File: config.mk
export PLATFORM = sky130hd
export DESIGN_NAME = atm_dispense_ctrl
export DESIGN_NICKNAME = d
export VERILOG_FILES = /design/src/rtl/atm_dispense_ctrl.sv
export SDC_FILE = /design/constraint.sdc
export NUM_CORES = 1
export LEC_CHECK = 0
export CORE_MARGIN = 1
export CORE_UTILIZATION = 36
export CTS_CLUSTER_DIAMETER = 120
export DETAILED_ROUTE_END_ITERATION = 7
export PLACE_DENSITY = 0.67
export SETUP_SLACK_MARGIN = 0.2
export SLEW_MARGIN = 20
export SYNTH_ARGS = -nofsm -noshare
export SYNTH_HDL_FRONTEND = slang
export SYNTH_SLANG_ARGS = --single-unit
File: constraint.sdc
create_clock -name clk -period 5.5 [get_ports clk]
set_input_delay 0.55 -clock clk [delete_from_list [all_inputs] [get_ports clk]]
set_output_delay 0.55 -clock clk [all_outputs]
set_load 0.01 [all_outputs]
File: src/rtl/atm_dispense_ctrl.sv
// Withdrawal sequencer: validates the amount, plans a greedy two-cassette note split,
// dispenses one note per req/ack handshake and returns the debited balance.
module atm_dispense_ctrl #(
  parameter int unsigned AMT_W   = 16,
  parameter int unsigned NOTE_HI = 500,
  parameter int unsigned NOTE_LO = 100,
  parameter int unsigned CNT_W   = 8,
  parameter int unsigned TIMEOUT = 16
) (
  input  logic             clk,
  input  logic             reset,
  input  logic             start,
  input  logic             cancel,
  input  logic [AMT_W-1:0] amount,
  input  logic [AMT_W-1:0] balance_in,
  input  logic [CNT_W-1:0] cass_hi,
  input  logic [CNT_W-1:0] cass_lo,
  input  logic             disp_ack,
  output logic             disp_req,
  output logic             disp_sel,
  output logic             busy,
  output logic             done,
  output logic             ok,
  output logic [2:0]       err_code,
  output logic [AMT_W-1:0] balance_out,
  output logic             balance_we,
  output logic [CNT_W-1:0] notes_hi,
  output logic [CNT_W-1:0] notes_lo
);

  localparam int unsigned      WdW    = $clog2(TIMEOUT + 1);
  localparam logic [AMT_W-1:0] HiAmt  = AMT_W'(NOTE_HI);
  localparam logic [AMT_W-1:0] LoAmt  = AMT_W'(NOTE_LO);
  localparam logic [WdW-1:0]   WdLast = WdW'(TIMEOUT - 1);

  localparam logic [2:0] ErrNone      = 3'd0;
  localparam logic [2:0] ErrInvalid   = 3'd1;
  localparam logic [2:0] ErrNoFunds   = 3'd2;
  localparam logic [2:0] ErrNoCash    = 3'd3;
  localparam logic [2:0] ErrJam       = 3'd4;
  localparam logic [2:0] ErrCancelled = 3'd5;

  typedef enum logic [2:0] {
    StIdle, StCheck, StPlan, StReq, StGap, StCommit, StDone
  } state_e;

  state_e           state_q, state_d;
  logic [AMT_W-1:0] bal_q, bal_d, rem_q, rem_d;
  logic [CNT_W-1:0] cass_hi_q, cass_hi_d, cass_lo_q, cass_lo_d;
  logic [CNT_W-1:0] plan_hi_q, plan_hi_d, plan_lo_q, plan_lo_d;
  logic [CNT_W-1:0] notes_hi_q, notes_hi_d, notes_lo_q, notes_lo_d;
  logic [2:0]       err_q, err_d;
  logic [WdW-1:0]   wdog_q, wdog_d;
  logic [AMT_W-1:0] dispensed;
  logic             hi_pending;

  assign dispensed  = AMT_W'(notes_hi_q) * HiAmt + AMT_W'(notes_lo_q) * LoAmt;
  assign hi_pending = notes_hi_q < plan_hi_q;

  always_ff @(posedge clk or negedge reset) begin
    if (!reset) begin
      state_q    <= StIdle;
      bal_q      <= '0;
      rem_q      <= '0;
      cass_hi_q  <= '0;
      cass_lo_q  <= '0;
      plan_hi_q  <= '0;
      plan_lo_q  <= '0;
      notes_hi_q <= '0;
      notes_lo_q <= '0;
      err_q      <= ErrNone;
      wdog_q     <= '0;
    end else begin
      state_q    <= state_d;
      bal_q      <= bal_d;
      rem_q      <= rem_d;
      cass_hi_q  <= cass_hi_d;
      cass_lo_q  <= cass_lo_d;
      plan_hi_q  <= plan_hi_d;
      plan_lo_q  <= plan_lo_d;
      notes_hi_q <= notes_hi_d;
      notes_lo_q <= notes_lo_d;
      err_q      <= err_d;
      wdog_q     <= wdog_d;
    end
  end

  always_comb begin
    state_d    = state_q;
    bal_d      = bal_q;
    rem_d      = rem_q;
    cass_hi_d  = cass_hi_q;
    cass_lo_d  = cass_lo_q;
    plan_hi_d  = plan_hi_q;
    plan_lo_d  = plan_lo_q;
    notes_hi_d = notes_hi_q;
    notes_lo_d = notes_lo_q;
    err_d      = err_q;
    wdog_d     = wdog_q;
    unique case (state_q)
      StIdle: begin
        if (start) begin
          state_d    = StCheck;
          bal_d      = balance_in;
          rem_d      = amount;
          cass_hi_d  = cass_hi;
          cass_lo_d  = cass_lo;
          plan_hi_d  = '0;
          plan_lo_d  = '0;
          notes_hi_d = '0;
          notes_lo_d = '0;
          err_d      = ErrNone;
        end
      end
      StCheck: begin
        state_d = StDone;
        if (cancel) begin
          err_d = ErrCancelled;
        end else if (rem_q == '0 || (rem_q % LoAmt) != '0) begin
          err_d = ErrInvalid;
        end else if (rem_q > bal_q) begin
          err_d = ErrNoFunds;
        end else begin
          state_d = StPlan;
        end
      end
      StPlan: begin
        if (cancel) begin
          err_d   = ErrCancelled;
          state_d = StDone;
        end else if (rem_q == '0) begin
          wdog_d  = '0;
          state_d = StReq;
        end else if (rem_q >= HiAmt && plan_hi_q < cass_hi_q) begin
          rem_d     = rem_q - HiAmt;
          plan_hi_d = plan_hi_q + CNT_W'(1);
        end else if (plan_lo_q == cass_lo_q) begin
          err_d   = ErrNoCash;
          state_d = StDone;
        end else begin
          // rem is a nonzero multiple of NOTE_LO here, so a low note always fits
          rem_d     = rem_q - LoAmt;
          plan_lo_d = plan_lo_q + CNT_W'(1);
        end
      end
      StReq: begin
        if (disp_ack) begin
          if (hi_pending) notes_hi_d = notes_hi_q + CNT_W'(1);
          else            notes_lo_d = notes_lo_q + CNT_W'(1);
          state_d = StGap;
        end else if (wdog_q == WdLast) begin
          err_d   = ErrJam;
          state_d = StCommit;
        end else begin
          wdog_d = wdog_q + WdW'(1);
        end
      end
      StGap: begin
        wdog_d  = '0;
        state_d = (hi_pending || notes_lo_q < plan_lo_q) ? StReq : StCommit;
      end
      StCommit: state_d = StDone;
      StDone:   state_d = StIdle;
      default:  state_d = StIdle;
    endcase
  end

  always_comb begin
    disp_req    = (state_q == StReq);
    disp_sel    = (state_q == StReq) && hi_pending;
    busy        = (state_q != StIdle);
    done        = (state_q == StDone);
    ok          = done && (err_q == ErrNone);
    err_code    = err_q;
    balance_we  = (state_q == StCommit) && (dispensed != '0);
    balance_out = balance_we ? (bal_q - dispensed) : '0;
    notes_hi    = notes_hi_q;
    notes_lo    = notes_lo_q;
  end

endmodule

==> results <==
- In the final layout, flip-flops and latches occupy 0.002283 mm^2.
- The via count of the first global-routing pass is 10180.
- The number of max-slew violations in the final report was 0.
- The HPWL after detailed placement is 23.91 mm.
- The largest single stage delay on the critical path is 520 ps.
- Of the total synthesized cell area, the portion taken by full adders, half adders and majority gates is 0.2089.
- During synthesis, Yosys emitted a total of 0 warnings.
- The number of nets handed over by synthesis was 1475.
- Across the run, the number of max-cap violations was 0.
- The run finished, with violations left.
- The number of inserted diodes is 0.
- The floorplan core area is 0.02878 mm^2.
- Dividing the synthesized area by the synthesized cell count gives 8.335 um^2.
- The final weighted congestion in routability-driven placement is 0.8539.
- The clock root buffer is sky130_fd_sc_hd__clkbuf_16.
- The setup slack after placement is -1013 ps.
- The height of the die is 173.1 um.
- The most common library cell in the layout ignoring fill and taps is sky130_fd_sc_hd__buf_4.
- For flop-to-flop paths, the worst setup slack is -500 ps.
- For this configuration, the core starts out at a cell density of 0.3661.
- During placement, the flow inserted port buffers numbering 93.
- In the final layout, the share of cells above drive strength 1 is 0.2767.
- On the final layout, the worst clock skew is 10.30 ps.
- After layout, the worst setup slack is -982.3 ps.
- Counting along the longest clock path gives a buffer depth of 2.
- Derived from the worst setup path, the maximum achievable clock frequency is 0.1543 GHz.
- Among the stages of the critical path, the cell type that occurs most often is sky130_fd_sc_hd__a21o_1.
- The signal arrival time at the worst endpoint is 5930 ps.
- For the pin with the worst max-slew slack, the measured transition is 1113 ps.
- The cell area after synthesis is 0.01054 mm^2.
- The launching element type of the critical path is a flop.
- The required time at the endpoint of the critical path is 4950 ps.
- The number of nets in the layout is 1778.
- The most used flip-flop cell after synthesis is sky130_fd_sc_hd__dfrtp_1.
- The synthesized-area fraction occupied by ao, oa, aoi and oai cells is 0.2337.
- The dominant combinational cell family by area after synthesis is compound AO/OA/AOI/OAI gates.
- From left edge to right edge, the die measures 173.1 um.
- Leaving out fill and tap cells, the most frequent cells in the layout are sky130_fd_sc_hd__buf_4, sky130_fd_sc_hd__ha_1, sky130_fd_sc_hd__nand2_1.
- For this run the aggregate overflow at the end of global routing stands at 0.
- The area taken by multi-input logic gates is 0.008438 mm^2.
- The shortest period the worst path allows is 6482 ps.
- Traced cell by cell, the critical path runs through fa_1 > fa_1 > inv_1 > fa_1 > inv_1 > fa_1 > ha_4 > inv_4 > o21bai_4 > xor2_1 > ha_1 > inv_2 > xnor2_2 > ha_1 > a21o_1 > a21o_1 > a21o_1 > a21o_1 > a21o_1 > a21oi_2 > xnor2_2 > xnor2_1 > and2_1 > buf_2.
- The largest individual stage delay along the critical path comes from the cell sky130_fd_sc_hd__fa_1.
- The path class of the tightest hold or removal check is in2async.
- After synthesis the netlist holds a flip-flop and latch count of 91.
- Including well taps, the total number of placed cells is 1903.
- Of the total synthesized cell area, the portion taken by XOR and XNOR cells is 0.08302.
- TritonCTS built the clock tree.
- Counting the fill cells in the layout gives 2595.
- The peak fanout along the critical path is 3.
- The number of sinks driven by the clock tree is 91.
- The first global-routing pass estimated 50.46 mm of wire.
- The synthesized instance count is 1264.
- The capturing element type of the critical path is an output pin.
- The number of distinct standard cells referenced by the synthesized netlist is 104.
- After synthesis, the share of flip-flops with an asynchronous set or reset is 1.000.
- The normalized max-slew margin is 0.2525.
- Clock-pin slew was measured on the worst setup and hold paths at 70 ps.
- The synthesis-to-finish area growth is 39.63%.
- Yosys mapped a number of flops with a built-in enable equal to 0.
- The worst register-to-register path has a depth of 27.
- The number of DRC markers after the initial detailed-route iteration is 601.
- The DRC violations left is 0.
- Of the total synthesized cell area, the portion taken by AND, OR, NAND and NOR gates is 0.1818.
- The number of antenna violations at the first check in global routing is 0.
- The largest net degree at the start of global routing is 85.
- Using the TritonRoute via totals, the vias-per-cell ratio works out to 5.239.
- The endpoint identified for the worst register-to-register timing path is err_code[1].
- Dividing the final minimum period by the clock period gives 1.179.
- The deepest level of the CTS H-tree is 3.
- The floorplan step defined a die boundary enclosing 0.02995 mm^2.
- The combined global-route utilization of all metal layers is 0.2049.
- Setup violations remaining at the end of the flow were counted as 21.
- After detailed routing, the average wire length per cell comes to 15.79 um.
- The final count of hold timing violations was 0.
- The cell family with the largest share of critical-path delay is adder cells.
- The final reports fail on setup timing.
- The total CTS buffers is 9.
- The portion of synthesized area spent on multiplexers is 0.01259.
- The via count of the routed design is 10247.
- The clock reaches the later pin of the worst-skew pair after 360 ps.
- Setup repair after global routing could not meet its margin everywhere.
- Leaving out filler cells and counting taps, the final layout contains 1956.
- The row count is 62.
- The startpoint of the lowest-slack register-to-register path is rem_q[12].
- For this design the top-level I/O count stands at 94.
- Counting both buffers and inverters, the worst setup path holds a total of 5.
- The number of iterations in the first detailed-routing pass is 5.
- The share of the Yosys chip area taken by registers is 0.2162.
- For this block, the routed nets add up to 30.88 mm of wire.
- The detail route stage leaves a number of antenna-violating nets equal to 0.
- The category of the most critical setup path is reg2out.
synth_stat cells (15+ instances only):
library cell               number  area share
sky130_fd_sc_hd__ha_1         131        0.16
sky130_fd_sc_hd__inv_1        124       0.044
sky130_fd_sc_hd__nand2_1      123       0.044
sky130_fd_sc_hd__dfrtp_1       91        0.22
sky130_fd_sc_hd__a21oi_1       89       0.042
sky130_fd_sc_hd__o21ai_0       82       0.039
sky130_fd_sc_hd__nor2_1        74       0.026
sky130_fd_sc_hd__xnor2_1       66       0.055
sky130_fd_sc_hd__nor3_1        36       0.017
sky130_fd_sc_hd__a21o_1        33       0.024
sky130_fd_sc_hd__nand3_1       28       0.013
sky130_fd_sc_hd__fa_1          27       0.051
sky130_fd_sc_hd__xor2_1        27       0.022
sky130_fd_sc_hd__clkbuf_1      25      0.0089
sky130_fd_sc_hd__nor4_1        22       0.013
sky130_fd_sc_hd__nand2b_1      19       0.011
sky130_fd_sc_hd__nor2b_1       16      0.0095
sky130_fd_sc_hd__nand4_1       15      0.0089
sky130_fd_sc_hd__o21bai_1      15       0.011
worst reg2reg max path, cell delays in order, from the launching register on:
cell and delay [ps]:
sky130_fd_sc_hd__dfrtp_1 420, sky130_fd_sc_hd__or3_4 410, sky130_fd_sc_hd__and3_1 180, sky130_fd_sc_hd__a211oi_2 180, sky130_fd_sc_hd__buf_4 190, sky130_fd_sc_hd__a32oi_4 80, sky130_fd_sc_hd__xor2_2 200, sky130_fd_sc_hd__buf_4 160
sky130_fd_sc_hd__a2111oi_4 430, sky130_fd_sc_hd__a211oi_4 130, sky130_fd_sc_hd__buf_4 160, sky130_fd_sc_hd__o31a_1 260, sky130_fd_sc_hd__a22oi_4 250, sky130_fd_sc_hd__buf_6 160, sky130_fd_sc_hd__and3b_2 250, sky130_fd_sc_hd__o21ai_4 250
sky130_fd_sc_hd__buf_6 150, sky130_fd_sc_hd__buf_4 120, sky130_fd_sc_hd__a21oi_1 50, sky130_fd_sc_hd__o21a_1 180, sky130_fd_sc_hd__o31a_2 350, sky130_fd_sc_hd__o211ai_4 320, sky130_fd_sc_hd__a21oi_2 130, sky130_fd_sc_hd__xnor2_2 160
sky130_fd_sc_hd__nor3_2 220, sky130_fd_sc_hd__a31oi_2 140, sky130_fd_sc_hd__buf_4 160, sky130_fd_sc_hd__o22a_1 190
layer usage:
layer / vias to the layer above / part of all wire / GRT usage
met5: - / 0 / 0
met1: 4893 / 0.47 / 0.2813
met3: 35 / 0.052 / 0.03210
li1: 5089 / - / -
met2: 230 / 0.46 / 0.3355
met4: 0 / 0.021 / 0.05088
worst max path at each step:
stage / startpoint / end / slack (ps) / cells after the start
after global routing: notes_hi[1] / balance_out[15] / -1220 / 24
after global placement: notes_hi[1] / balance_out[15] / -930 / 24
after CTS: notes_hi[0] / balance_out[15] / -970 / 24
after floorplan: notes_hi[1] / balance_out[15] / -340 / 23
final: notes_hi[1] / balance_out[15] / -980 / 24
after detailed placement: notes_hi[1] / balance_out[15] / -1010 / 24
timing repair:
item	CTS	global route
setup buffers	18	18
hold buffers	0	0
setup endpoints to repair	21	21
pin swaps	77	42
cloned	1	0
resized for setup	143	43
cells by family (layout without fill, tap and decap cells):
| group | after synthesis | count (layout) |
|---|---|---|
| AOI/OAI and AO/OA | 349 | 349 |
| xor gates and xnor gates | 96 | 96 |
| adders and majority gates | 160 | 160 |
| buffers and inverters | 169 | 477 |
| DFF | 91 | 91 |
| muxes | 12 | 12 |
| and+or+nand+nor | 387 | 387 |
sequential cells by signal, indices dropped and copies added (netlist names):
name / count
notes_lo: 8
cass_hi_q: 8
err_code: 3
plan_hi_q: 8
state_q: 3
cass_lo_q: 8
notes_hi: 8
wdog_q: 5
rem_q: 16
plan_lo_q: 8
bal_q: 16
through the flow:
| step | utilization | hold slack, ps | TNS, ps | area [um^2] |
|---|---|---|---|---|
| finish | 0.5111 | 220.3 | -15720 | 14710 |
| global route | 0.5111 | 271.6 | -21290 | 14710 |
| global placement | 0.4711 | 468.1 | -15140 | 13560 |
| CTS | 0.4982 | 234.2 | -13760 | 14340 |
| floorplan | - | 254.4 | -3539 | 10820 |
| detailed placement | 0.4711 | 482.3 | -16880 | 13560 |
area by class of cell:
type / instances / area share
Inverter: 126 / 0.03232
Tap cell: 384 / 0.03266
Timing Repair Buffer: 335 / 0.1870
Clock buffer: 10 / 0.01557
Clock inverter: 6 / 0.003657
Sequential cell: 91 / 0.1552
Multi-Input combinational cell: 1004 / 0.5736
Power is not shown: default switching activity piles up to over one toggle a cycle in this logic, so the estimate is an artifact.
